$ cat src/rtl/seq_chunk_adder_pkg.sv
// Shared definitions for the chunked multi-cycle adder/subtractor.
package seq_chunk_adder_pkg;

  typedef enum logic [1:0] {
    IDLE = 2'd0,
    RUN  = 2'd1,
    DONE = 2'd2
  } state_t;

  // Number of chunk passes needed to cover the full operand width.
  function automatic int calc_nchunk(input int width, input int chunk);
    return width / chunk;
  endfunction

  // Legal geometry: chunk fits the width and divides it exactly.
  function automatic bit width_ok(input int width, input int chunk);
    return (chunk >= 1) && (chunk <= width) && ((width % chunk) == 0);
  endfunction

endpackage

$ cat src/rtl/seq_chunk_adder_cla_chunk.sv
// CHUNK-bit combinational carry-lookahead adder. Exposes the carry into the
// MSB so the caller can derive signed overflow on the final chunk.
module cla_chunk #(
  parameter int CHUNK = 4
) (
  input  logic [CHUNK-1:0] a,
  input  logic [CHUNK-1:0] b,
  input  logic             cin,
  output logic [CHUNK-1:0] sum,
  output logic             cout,
  output logic             c_msb_in
);

  logic [CHUNK-1:0] gen;
  logic [CHUNK-1:0] prop;
  logic [CHUNK:0]   carry;

  assign gen  = a & b;
  assign prop = a ^ b;

  // Carry chain from generate/propagate terms.
  always_comb begin
    carry    = '0;
    carry[0] = cin;
    for (int i = 0; i < CHUNK; i++) begin
      carry[i+1] = gen[i] | (prop[i] & carry[i]);
    end
  end

  assign sum      = prop ^ carry[CHUNK-1:0];
  assign cout     = carry[CHUNK];
  assign c_msb_in = carry[CHUNK-1];

endmodule

$ cat src/rtl/seq_chunk_adder.sv
// Multi-cycle adder/subtractor: one CLA chunk is reused across NCHUNK clocks,
// with the inter-chunk carry held in a register.
module seq_chunk_adder
  import seq_chunk_adder_pkg::*;
#(
  parameter int WIDTH = 16,
  parameter int CHUNK = 4
) (
  input  logic             clk,
  input  logic             rst,
  input  logic             in_valid,
  output logic             in_ready,
  input  logic [WIDTH-1:0] a,
  input  logic [WIDTH-1:0] b,
  input  logic             cin,
  input  logic             sub,
  output logic             out_valid,
  input  logic             out_ready,
  output logic [WIDTH-1:0] sum,
  output logic             cout,
  output logic             ovf
);

  localparam int NCHUNK = calc_nchunk(WIDTH, CHUNK);
  localparam int IDXW   = (NCHUNK > 1) ? $clog2(NCHUNK) : 1;

  if (!width_ok(WIDTH, CHUNK)) begin : g_bad_geometry
    $error("seq_chunk_adder: WIDTH must be a multiple of CHUNK and CHUNK in 1..WIDTH");
  end

  state_t           state;
  state_t           state_nxt;
  logic [WIDTH-1:0] a_reg;
  logic [WIDTH-1:0] b_reg;
  logic [WIDTH-1:0] sum_reg;
  logic             carry;
  logic             cout_reg;
  logic             ovf_reg;
  logic [IDXW-1:0]  idx;
  logic             last;
  logic [CHUNK-1:0] ch_a;
  logic [CHUNK-1:0] ch_b;
  logic [CHUNK-1:0] ch_sum;
  logic             ch_cout;
  logic             ch_msb_in;

  assign last = (idx == IDXW'(NCHUNK - 1));

  // Select the current chunk of each operand for the shared adder.
  always_comb begin
    ch_a = a_reg[int'(idx)*CHUNK +: CHUNK];
    ch_b = b_reg[int'(idx)*CHUNK +: CHUNK];
  end

  cla_chunk #(.CHUNK(CHUNK)) u_chunk (
    .a        (ch_a),
    .b        (ch_b),
    .cin      (carry),
    .sum      (ch_sum),
    .cout     (ch_cout),
    .c_msb_in (ch_msb_in)
  );

  // State register.
  always_ff @(posedge clk) begin
    if (rst) state <= IDLE;
    else     state <= state_nxt;
  end

  // Next-state and handshake outputs.
  always_comb begin
    state_nxt = state;
    in_ready  = 1'b0;
    out_valid = 1'b0;
    case (state)
      IDLE: begin
        in_ready = 1'b1;
        if (in_valid) state_nxt = RUN;
      end
      RUN: begin
        if (last) state_nxt = DONE;
      end
      DONE: begin
        out_valid = 1'b1;
        if (out_ready) state_nxt = IDLE;
      end
      default: state_nxt = IDLE;
    endcase
  end

  // Operand capture and per-chunk accumulation; subtraction is a + ~b + ~cin.
  always_ff @(posedge clk) begin
    if (rst) begin
      a_reg    <= '0;
      b_reg    <= '0;
      sum_reg  <= '0;
      carry    <= 1'b0;
      cout_reg <= 1'b0;
      ovf_reg  <= 1'b0;
      idx      <= '0;
    end else begin
      case (state)
        IDLE: begin
          if (in_valid) begin
            a_reg   <= a;
            b_reg   <= sub ? ~b : b;
            carry   <= sub ? ~cin : cin;
            sum_reg <= '0;
            idx     <= '0;
          end
        end
        RUN: begin
          sum_reg[int'(idx)*CHUNK +: CHUNK] <= ch_sum;
          carry <= ch_cout;
          if (last) begin
            cout_reg <= ch_cout;
            ovf_reg  <= ch_msb_in ^ ch_cout;
          end else begin
            idx <= idx + 1'b1;
          end
        end
        default: ;
      endcase
    end
  end

  assign sum  = sum_reg;
  assign cout = cout_reg;
  assign ovf  = ovf_reg;

endmodule

$ cat config.mk
export PLATFORM = sky130hd
export DESIGN_NAME = seq_chunk_adder
export DESIGN_NICKNAME = d
export VERILOG_FILES = /design/src/rtl/seq_chunk_adder_pkg.sv /design/src/rtl/seq_chunk_adder_cla_chunk.sv /design/src/rtl/seq_chunk_adder.sv
export SDC_FILE = /design/constraint.sdc
export NUM_CORES = 1
export LEC_CHECK = 0
export ABC_AREA = 1
export ABC_CLOCK_PERIOD_IN_PS = 6800
export BUFFER_PORTS_ARGS = -buffer_cell sky130_fd_sc_hd__buf_4
export CAP_MARGIN = 20
export CORE_ASPECT_RATIO = 0.75
export CORE_MARGIN = 4
export CORE_UTILIZATION = 45
export DETAILED_ROUTE_END_ITERATION = 7
export PLACE_DENSITY_LB_ADDON = 0.25
export SLEW_MARGIN = 20
export SYNTH_ARGS = -nofsm -noshare
export SYNTH_HDL_FRONTEND = slang
export SYNTH_SLANG_ARGS = --single-unit
export TNS_END_PERCENT = 10
$ cat constraint.sdc
create_clock -name clk -period 6.8 [get_ports clk]
set_input_delay 1.02 -clock clk [delete_from_list [all_inputs] [get_ports clk]]
set_output_delay 1.02 -clock clk [all_outputs]
set_load 0.005 [all_outputs]
# Word-level counts from Yosys, hierarchy flattened
# Index checks and enable logic that the tools add are counted.
[op_classes]
addsub = 2
n_eq_ne = 7
shift = 4
mux = 16
bitwise_logic = 14
n_reduce_logical = 7
[op_table]
columns = ["cell", "n"]
rows = [
  ["$neg 4->33", 1],
  ["$shift 4x33->16 const A", 1],
  ["$shiftx 4x33->16", 1],
  ["$mux 16", 2],
  ["$pmux 16 s2", 1],
  ["$shiftx 16x5->4", 2],
  ["$bwmux 16", 1],
  ["$not 16->16", 1],
  ["$mux 2", 5],
  ["$ne 2x2->1 const B", 4],
  ["$xor 4x4->4", 2],
  ["$pmux 2 s3", 1],
  ["$reduce_and 2->1", 3],
  ["$reduce_and 3->1", 2],
  ["$and 1x1->1", 4],
  ["$and 4x4->4", 1],
  ["$eq 2x2->1 const B", 2],
  ["$mux 1", 4],
  ["$or 1x1->1", 4],
  ["$pmux 2 s2", 1],
  ["$add 2x1->2 const B", 1],
  ["$eq 2x1->1 const B", 1],
  ["$logic_not 2->1", 1],
  ["$pmux 1 s2", 1],
  ["3 further kinds", 3],
]
[totals]
reg_bits = 55
inputBits = 38
output_inout_bits = 20
elab_cells = 58

# Longest topological paths before layout
# Gate-level depths: netlist of the first run.
[depth]
ltp_word = 12
ltp_mapped = 14

# By module
# A second synthesis of the first run with hierarchy kept.
[hier_totals]
cells_unflattened = 376
hier_area_um2 = 2722.6
[modules_own_cells]
columns = ["mod", "instances", "cells_each", "area_each_um2"]
rows = [
  ["seq_chunk_adder", 1, 362, 2605.0],
  ["cla_chunk", 1, 14, 117.6],
]

# Worst setup path before layout of the first run
# No wires, ideal clock.
[synth_timing]
path_kind = "register to register"
startpoint = "reg idx[0]"
endpoint = "reg sum_reg[7], in the netlist sum[7]"
arrival_time_ns = 2.667
required_ns = 6.668
path_slack_ns = 4.000
stages_incl_launch_ff = 14
period_less_slack_ns = 2.800
cell_sequence = "dfxtp_1 -> buf_2 -> o21ai_0 -> o22ai_1 -> fa_1 -> inv_1 -> fa_1 -> fa_1 -> inv_1 -> fa_1 -> inv_1 -> nor3_1 -> nand2_1 -> a21oi_1"
[synth_via]
elab_chain_len = 12
elab_cells_between_ends = 16
cone_classes = "add/sub (1); shift (4); mux (2); bitwise (9)"
[synth_rtl]
columns = ["element", "line_no", "source"]
rows = [
  ["from (decl)", "seq_chunk_adder.sv:39", "logic [IDXW-1:0] idx;"],
  ["from (signal assigned)", "seq_chunk_adder.sv:119", "idx <= idx + 1'b1;"],
  ["$shiftx 16x5->4, on equally long branches", "seq_chunk_adder.sv:51, seq_chunk_adder.sv:52", ""],
  ["$xor 4x4->4", "seq_chunk_adder_cla_chunk.sv:19", "assign prop = a ^ b;"],
  ["$and 1x1->1", "seq_chunk_adder_cla_chunk.sv:26", "carry[i+1] = gen[i] | (prop[i] & carry[i]);"],
  ["$or 1x1->1", "seq_chunk_adder_cla_chunk.sv:26", ""],
  ["$and 1x1->1", "seq_chunk_adder_cla_chunk.sv:26", ""],
  ["$or 1x1->1", "seq_chunk_adder_cla_chunk.sv:26", ""],
  ["$and 1x1->1", "seq_chunk_adder_cla_chunk.sv:26", ""],
  ["$or 1x1->1", "seq_chunk_adder_cla_chunk.sv:26", ""],
  ["$xor 4x4->4", "seq_chunk_adder_cla_chunk.sv:30", "assign sum = prop ^ carry[CHUNK-1:0];"],
  ["$shiftx 4x33->16", "seq_chunk_adder.sv:113", "sum_reg[int'(idx)*CHUNK +: CHUNK] <= ch_sum;"],
  ["$bwmux 16 (*)", "seq_chunk_adder.sv:113", ""],
  ["$pmux 16 s2 (*)", "seq_chunk_adder.sv:102", "case (state)"],
  ["to (signal, indexed assignment)", "seq_chunk_adder.sv:113", ""],
  ["to (decl)", "seq_chunk_adder.sv:35", "logic [WIDTH-1:0] sum_reg;"],
]
# Every way passes the cells marked *; elsewhere a longest branch is shown, timed or not.
# A chain may end at the register's enable or synchronous reset.

# Worst setup path in the final report of the first run
# Ends and elaborated chain as after synthesis.

==> results of run 1 <==
-- metal layers --
layer / vias to the layer above / routed length, um / part of all wire, %
li1: 1268 / - / -
met4: 0 / 66 / 1.1
met5: - / 0 / 0
met2: 87 / 2650 / 42
met1: 1126 / 3070 / 49
met3: 9 / 484 / 7.7
-- worst max-delay path, stage by stage, from the launching register on --
cell	delay, ns
dfxtp_1	0.72
inv_2	0.33
o21ai_0	0.24
o22ai_1	0.11
fa_1	0.39
inv_1	0.07
fa_1	0.17
fa_1	0.20
inv_1	0.06
fa_1	0.50
inv_1	0.06
nor3_1	0.19
nand2_1	0.08
a21oi_1	0.14
-- through the flow --
step           setup WS [ns]  area (sq um)
3_3_place_gp            3.64          3090
5_1_grt                 3.11          3210
3_5_place_dp            3.50          3090
2_1_floorplan           4.00          2690
4_1_cts                 3.48          3210
6_report                3.46          3210
-- worst paths after layout --
kind	cells past startpoint	start	endpoint
setup / recovery	13	idx[0]$_SDFFE_PP0P_	sum[7]$_SDFFE_PP0P_
hold reg to reg	2	b_reg[10]$_SDFFE_PP0P_	b_reg[10]$_SDFFE_PP0P_
hold / removal	2	b_reg[10]$_SDFFE_PP0P_	b_reg[10]$_SDFFE_PP0P_
setup reg to reg	13	idx[0]$_SDFFE_PP0P_	sum[7]$_SDFFE_PP0P_
-- cell usage in the layout (no fill, tap or decap), types with 5 or more instances in the layout --
cell type and count:
nor2_1 72, nand2_1 72, buf_4 57, dfxtp_1 55, a21oi_1 35, o21ai_0 33, nand3_1 19, inv_1 16
xor2_1 16, clkbuf_8 6, ha_1 5
-- synthesized netlist by cell type --
| master | n |
|---|---|
| a21oi_1 | 35 |
| buf_2 | 8 |
| buf_4 | 1 |
| buf_6 | 4 |
| clkbuf_1 | 8 |
| clkbuf_4 | 1 |
| dfxtp_1 | 55 |
| fa_1 | 4 |
| ha_1 | 5 |
| inv_1 | 16 |
| inv_2 | 3 |
| nand2_1 | 72 |
| nand2_2 | 1 |
| nand3_1 | 19 |
| nand3b_1 | 2 |
| nor2_1 | 72 |
| nor2_4 | 1 |
| nor3_1 | 2 |
| nor3_2 | 2 |
| o21ai_0 | 33 |
| o22a_1 | 4 |
| o22ai_1 | 4 |
| xnor2_1 | 1 |
| xor2_1 | 16 |
-- report_power, final --
part / switching (mW) / total (mW) / internal (mW)
sequential: 0.0165 / 0.358 / 0.341
clock: 0.105 / 0.224 / 0.119
combinational: 0.0885 / 0.153 / 0.0641
-- logic make-up after synthesis --
| logic type | Yosys count |
|---|---|
| simple gates | 171 |
| fa+ha+maj | 9 |
| flops | 55 |
| buf+inv | 41 |
| xor+xnor | 17 |
| compound gates | 76 |
-- area by class of cell --
type / count / area (sq um)
clock buffer: 6 / 82.6
fill: 558 / 2590
timing repair buffer: 57 / 428
tap: 78 / 97.6
inverter: 19 / 71.3
multi-input combinational: 273 / 1390
clock inverter: 2 / 35.0
sequential: 55 / 1100
==> results.yml, run 1 <==
run_status:
  status: "finished clean"
timing:
  slew_violations: 0
  max_freq_ghz: 0.300
  max_slew_margin_pct: 44.8
  setup_tns_ns: 0
  whs_ns: 0.469
  hold_viol: 0
  period_share_pct: 49.1
  worst_pin_slew_ns: 0.825
  setup_viol: 0
  worst_clock_skew_ns: 0.00969
  rsz0062_at_grt: "no"
  finalCriticalPeriod_ns: 3.34
synthesis:
  synth-simple-area-share_pct: 25.9
  synth_seq_area_share_pct: 40.9
  synth-seq-cells: 55
  synthMuxAreaShare_pct: 0
  synth_xor_area_share_pct: 5.53
  mappedNetlistNets: 416
  yosysTopAreaCellShare_pct: 40.9
  synth_top_family_by_area: "simple AND/OR/NAND/NOR gates"
  syn_avg_cell_area_sq_um: 7.30
  synth_area_leaders: "dfxtp_1 (41%), nand2_1 (10%), nor2_1 (10%)"
  synthCells: 369
  synth_fa_ha_area_share_pct: 5.30
  yosysTopAreaCell: "dfxtp_1"
  syn_area_sq_um: 2690
  ys_warn_count: 0
  synth_cell_types: 24
  synth-compound-area-share_pct: 14.9
clock_tree:
  clock_latency_ns: 0.31
  cts_resized: 0
  cts-root-buf: "clkbuf_8"
  cts_buffers: 5
  cts_hold_buf: 0
  cts_max_level: 2
  post-cts-setup-buffers: 0
  cts_tree: "built"
  cts_sinks: 55
  cts_buffer_depth: 2
  path_clk_slew_ns: 0.10
die:
  initial_core_util_pct: 46.5
  io_pins: 58
  core_sq_um: 5800
  placementRows: 24
  die_h_um: 75.0
  fp.dieW_um: 97.3
  die-area_sq_um: 7300
placed_design:
  dp_hpwl_um: 4580
  port_buffers: 57
  gp_congestion: 0.851
  placedCellCount: 482
power_and_ir_drop:
  power_leakage_nw: 1.39
  peakVddDrop_uv: 92.8
  p_total_uw: 735
  powerDensity_nw_per_um2: 229
layout:
  drive_above_1_share_pct: 17.5
  n_antenna_cell: 0
  nets: 458
  instances_no_fill: 490
  area_growth_pct: 19.1
  final_core_util_pct: 55.3
grt:
  grt_first_pass_wirelength_um: 10300
  grt_pass1_vias: 2233
  met1_usage_pct: 24.7
  grt_max_degree: 52
  grtUsageMet2_pct: 26.3
  grt_util_met3_pct: 4.44
  grt_antenna_before_repair: 0
  overflow: 0
  grt_usage_pct: 17.3
  busiest_layer: "met2"
routing:
  dr.pass1.iters: 5
  viasPerCell: 5.08
  ant_nets: 0
  drt_iter0_markers: 154
  drt_wl_total_um: 6260
  route.detailed.drc: 0
  vias: 2490
  wl_per_cell_um: 12.8
setup_path:
  required_ns: 7.04
  path_class: "flop to flop"
  crit_path_max_fanout: 25
  cp-start-kind: "flop"
  rrSetupSlack_ns: 3.46
  end_kind: "flop"
  arrival_ns: 3.58
worst_hold_path:
  hp-class: "flop to flop"
run:
  max-cap-violations: 0
(Power assumes the default switching activity.)
==> run 2, diff against run 1 <==
- ABC_CLOCK_PERIOD_IN_PS: 6800 -> 3200
- clock period: 6.8 -> 3.2 ns (I/O delays scaled with it)
==> results.yml, run 2 (synthesis gave the netlist of run 1 again) <==
run_status:
  status: "finished clean"
timing:
  finalCriticalPeriod_ns: 2.91
  slew_violations: 0
  period_share_pct: 91.0
  worst_pin_slew_ns: 0.885
  rsz0062_at_grt: "no"
  setup_viol: 0
  max_freq_ghz: 0.344
  whs_ns: 0.414
  setup_tns_ns: 0
  max_slew_margin_pct: 40.8
  hold_viol: 0
  worst_clock_skew_ns: 0.00431
layout:
  instances_no_fill: 494
  area_growth_pct: 20.2
  n_antenna_cell: 0
  register_area_sq_um: 1100
  fillers: 577
  mostFrequentLayoutCells: "nor2_1 (72), nand2_1 (72), buf_4 (61)"
  nets: 462
  multi_input_area_sq_um: 1390
  drive_above_1_share_pct: 18.3
clock_tree:
  cts_sinks: 55
  cts_buffer_depth: 2
  cts_resized: 0
  cts_hold_buf: 0
  cts-root-buf: "clkbuf_8"
  cts_tree: "built"
  clock_latency_ns: 0.31
  cts_max_level: 2
  post-cts-setup-buffers: 0
  cts_buffers: 5
  path_clk_slew_ns: 0.09
placed_design:
  dp_hpwl_um: 4540
  gp_congestion: 0.857
  placedCellCount: 486
  port_buffers: 57
worst_hold_path:
  hp-class: "input pin to flop"
  hp-start: "out_ready"
die:
  placementRows: 24
  die_h_um: 75.0
  fp.dieW_um: 97.3
  die-area_sq_um: 7300
  io_pins: 58
  initial_core_util_pct: 46.5
  core_sq_um: 5800
grt:
  grt_antenna_before_repair: 0
  grt_util_met3_pct: 4.91
  grt_first_pass_wirelength_um: 10500
  overflow: 0
  grt_pass1_vias: 2239
  met1_usage_pct: 25.2
  grtUsageMet2_pct: 26.8
  grt_usage_pct: 17.6
  grt_max_degree: 52
  busiest_layer: "met2"
setup_path:
  path_class: "flop to flop"
  crit_path_max_fanout: 10
  required_ns: 3.41
  rrSetupSlack_ns: 0.29
  end_kind: "flop"
  cp-startpoint: "idx[1]$_SDFFE_PP0P_"
  cp-start-kind: "flop"
  arrival_ns: 3.12
  r2r_start: "idx[1]$_SDFFE_PP0P_"
routing:
  viasPerCell: 4.94
  route.detailed.drc: 0
  wl_per_cell_um: 12.7
  dr.pass1.iters: 4
  drt_iter0_markers: 156
  vias: 2440
  drt_wl_total_um: 6300
  ant_nets: 0
power_and_ir_drop:
  power_leakage_nw: 1.41
  powerDensity_nw_per_um2: 485
  peakVddDrop_uv: 257
run:
  max-cap-violations: 0
## run 2: changes by cell type in the layout (fill, tap and decap cells not counted), sizes merged
cell,change
buf,+4
## run 2: worst paths after layout
path / endpoint / cells after the start
worst max-delay path: sum[3]$_SDFFE_PP0P_ / 13
worst min register to register: b_reg[9]$_SDFFE_PP0P_ / 2
worst min-delay path: state[1]$_SDFFE_PP0P_ / 4
worst max register to register: sum[3]$_SDFFE_PP0P_ / 13
## run 2: final cells by class
type                            instances  share of cell area (%)
Multi-Input combinational cell        273                    43.0
Sequential cell                        55                    34.0
Timing Repair Buffer                   61                    14.2
Tap cell                               78                    3.02
Clock buffer                            6                    2.55
Inverter                               19                    2.20
Clock inverter                          2                    1.08
## run 2: per-stage QoR
| step | util [%] | total power, mW | setup WS [ns] | instance area (sq um) |
|---|---|---|---|---|
| 2_1_floorplan | - | 1.01 | 0.400 | 2690 |
| 3_3_place_gp | 53.8 | 1.10 | 0.436 | 3120 |
| 3_5_place_dp | 53.8 | 1.11 | 0.301 | 3120 |
| 4_1_cts | 55.8 | 1.58 | 0.289 | 3240 |
| 5_1_grt | 55.8 | 1.66 | 0.0390 | 3240 |
| 6_report | 55.8 | 1.57 | 0.289 | 3240 |
## run 2: worst max-delay path, stage by stage, from the launching register on
cell and delay, ns:
dfxtp_1 0.37, inv_1 0.23, o21ai_0 0.15, o22ai_1 0.21
fa_1 0.21, inv_1 0.05, fa_1 0.37, fa_1 0.42
inv_1 0.09, fa_1 0.43, nand2_1 0.08, nor2_1 0.04
nor2_1 0.11, nor2_1 0.06
## run 2: per-layer routing
metal  part of all wire, %  wire length, um
met1                    50             3130
met2                    42             2650
met3                   7.4              466
met4                  0.79               50
met5                     0                0
## run 2: power by group
part | switching [mW] | internal, mW
registers | 0.0278 | 0.725
clock network | 0.222 | 0.253
logic | 0.199 | 0.142
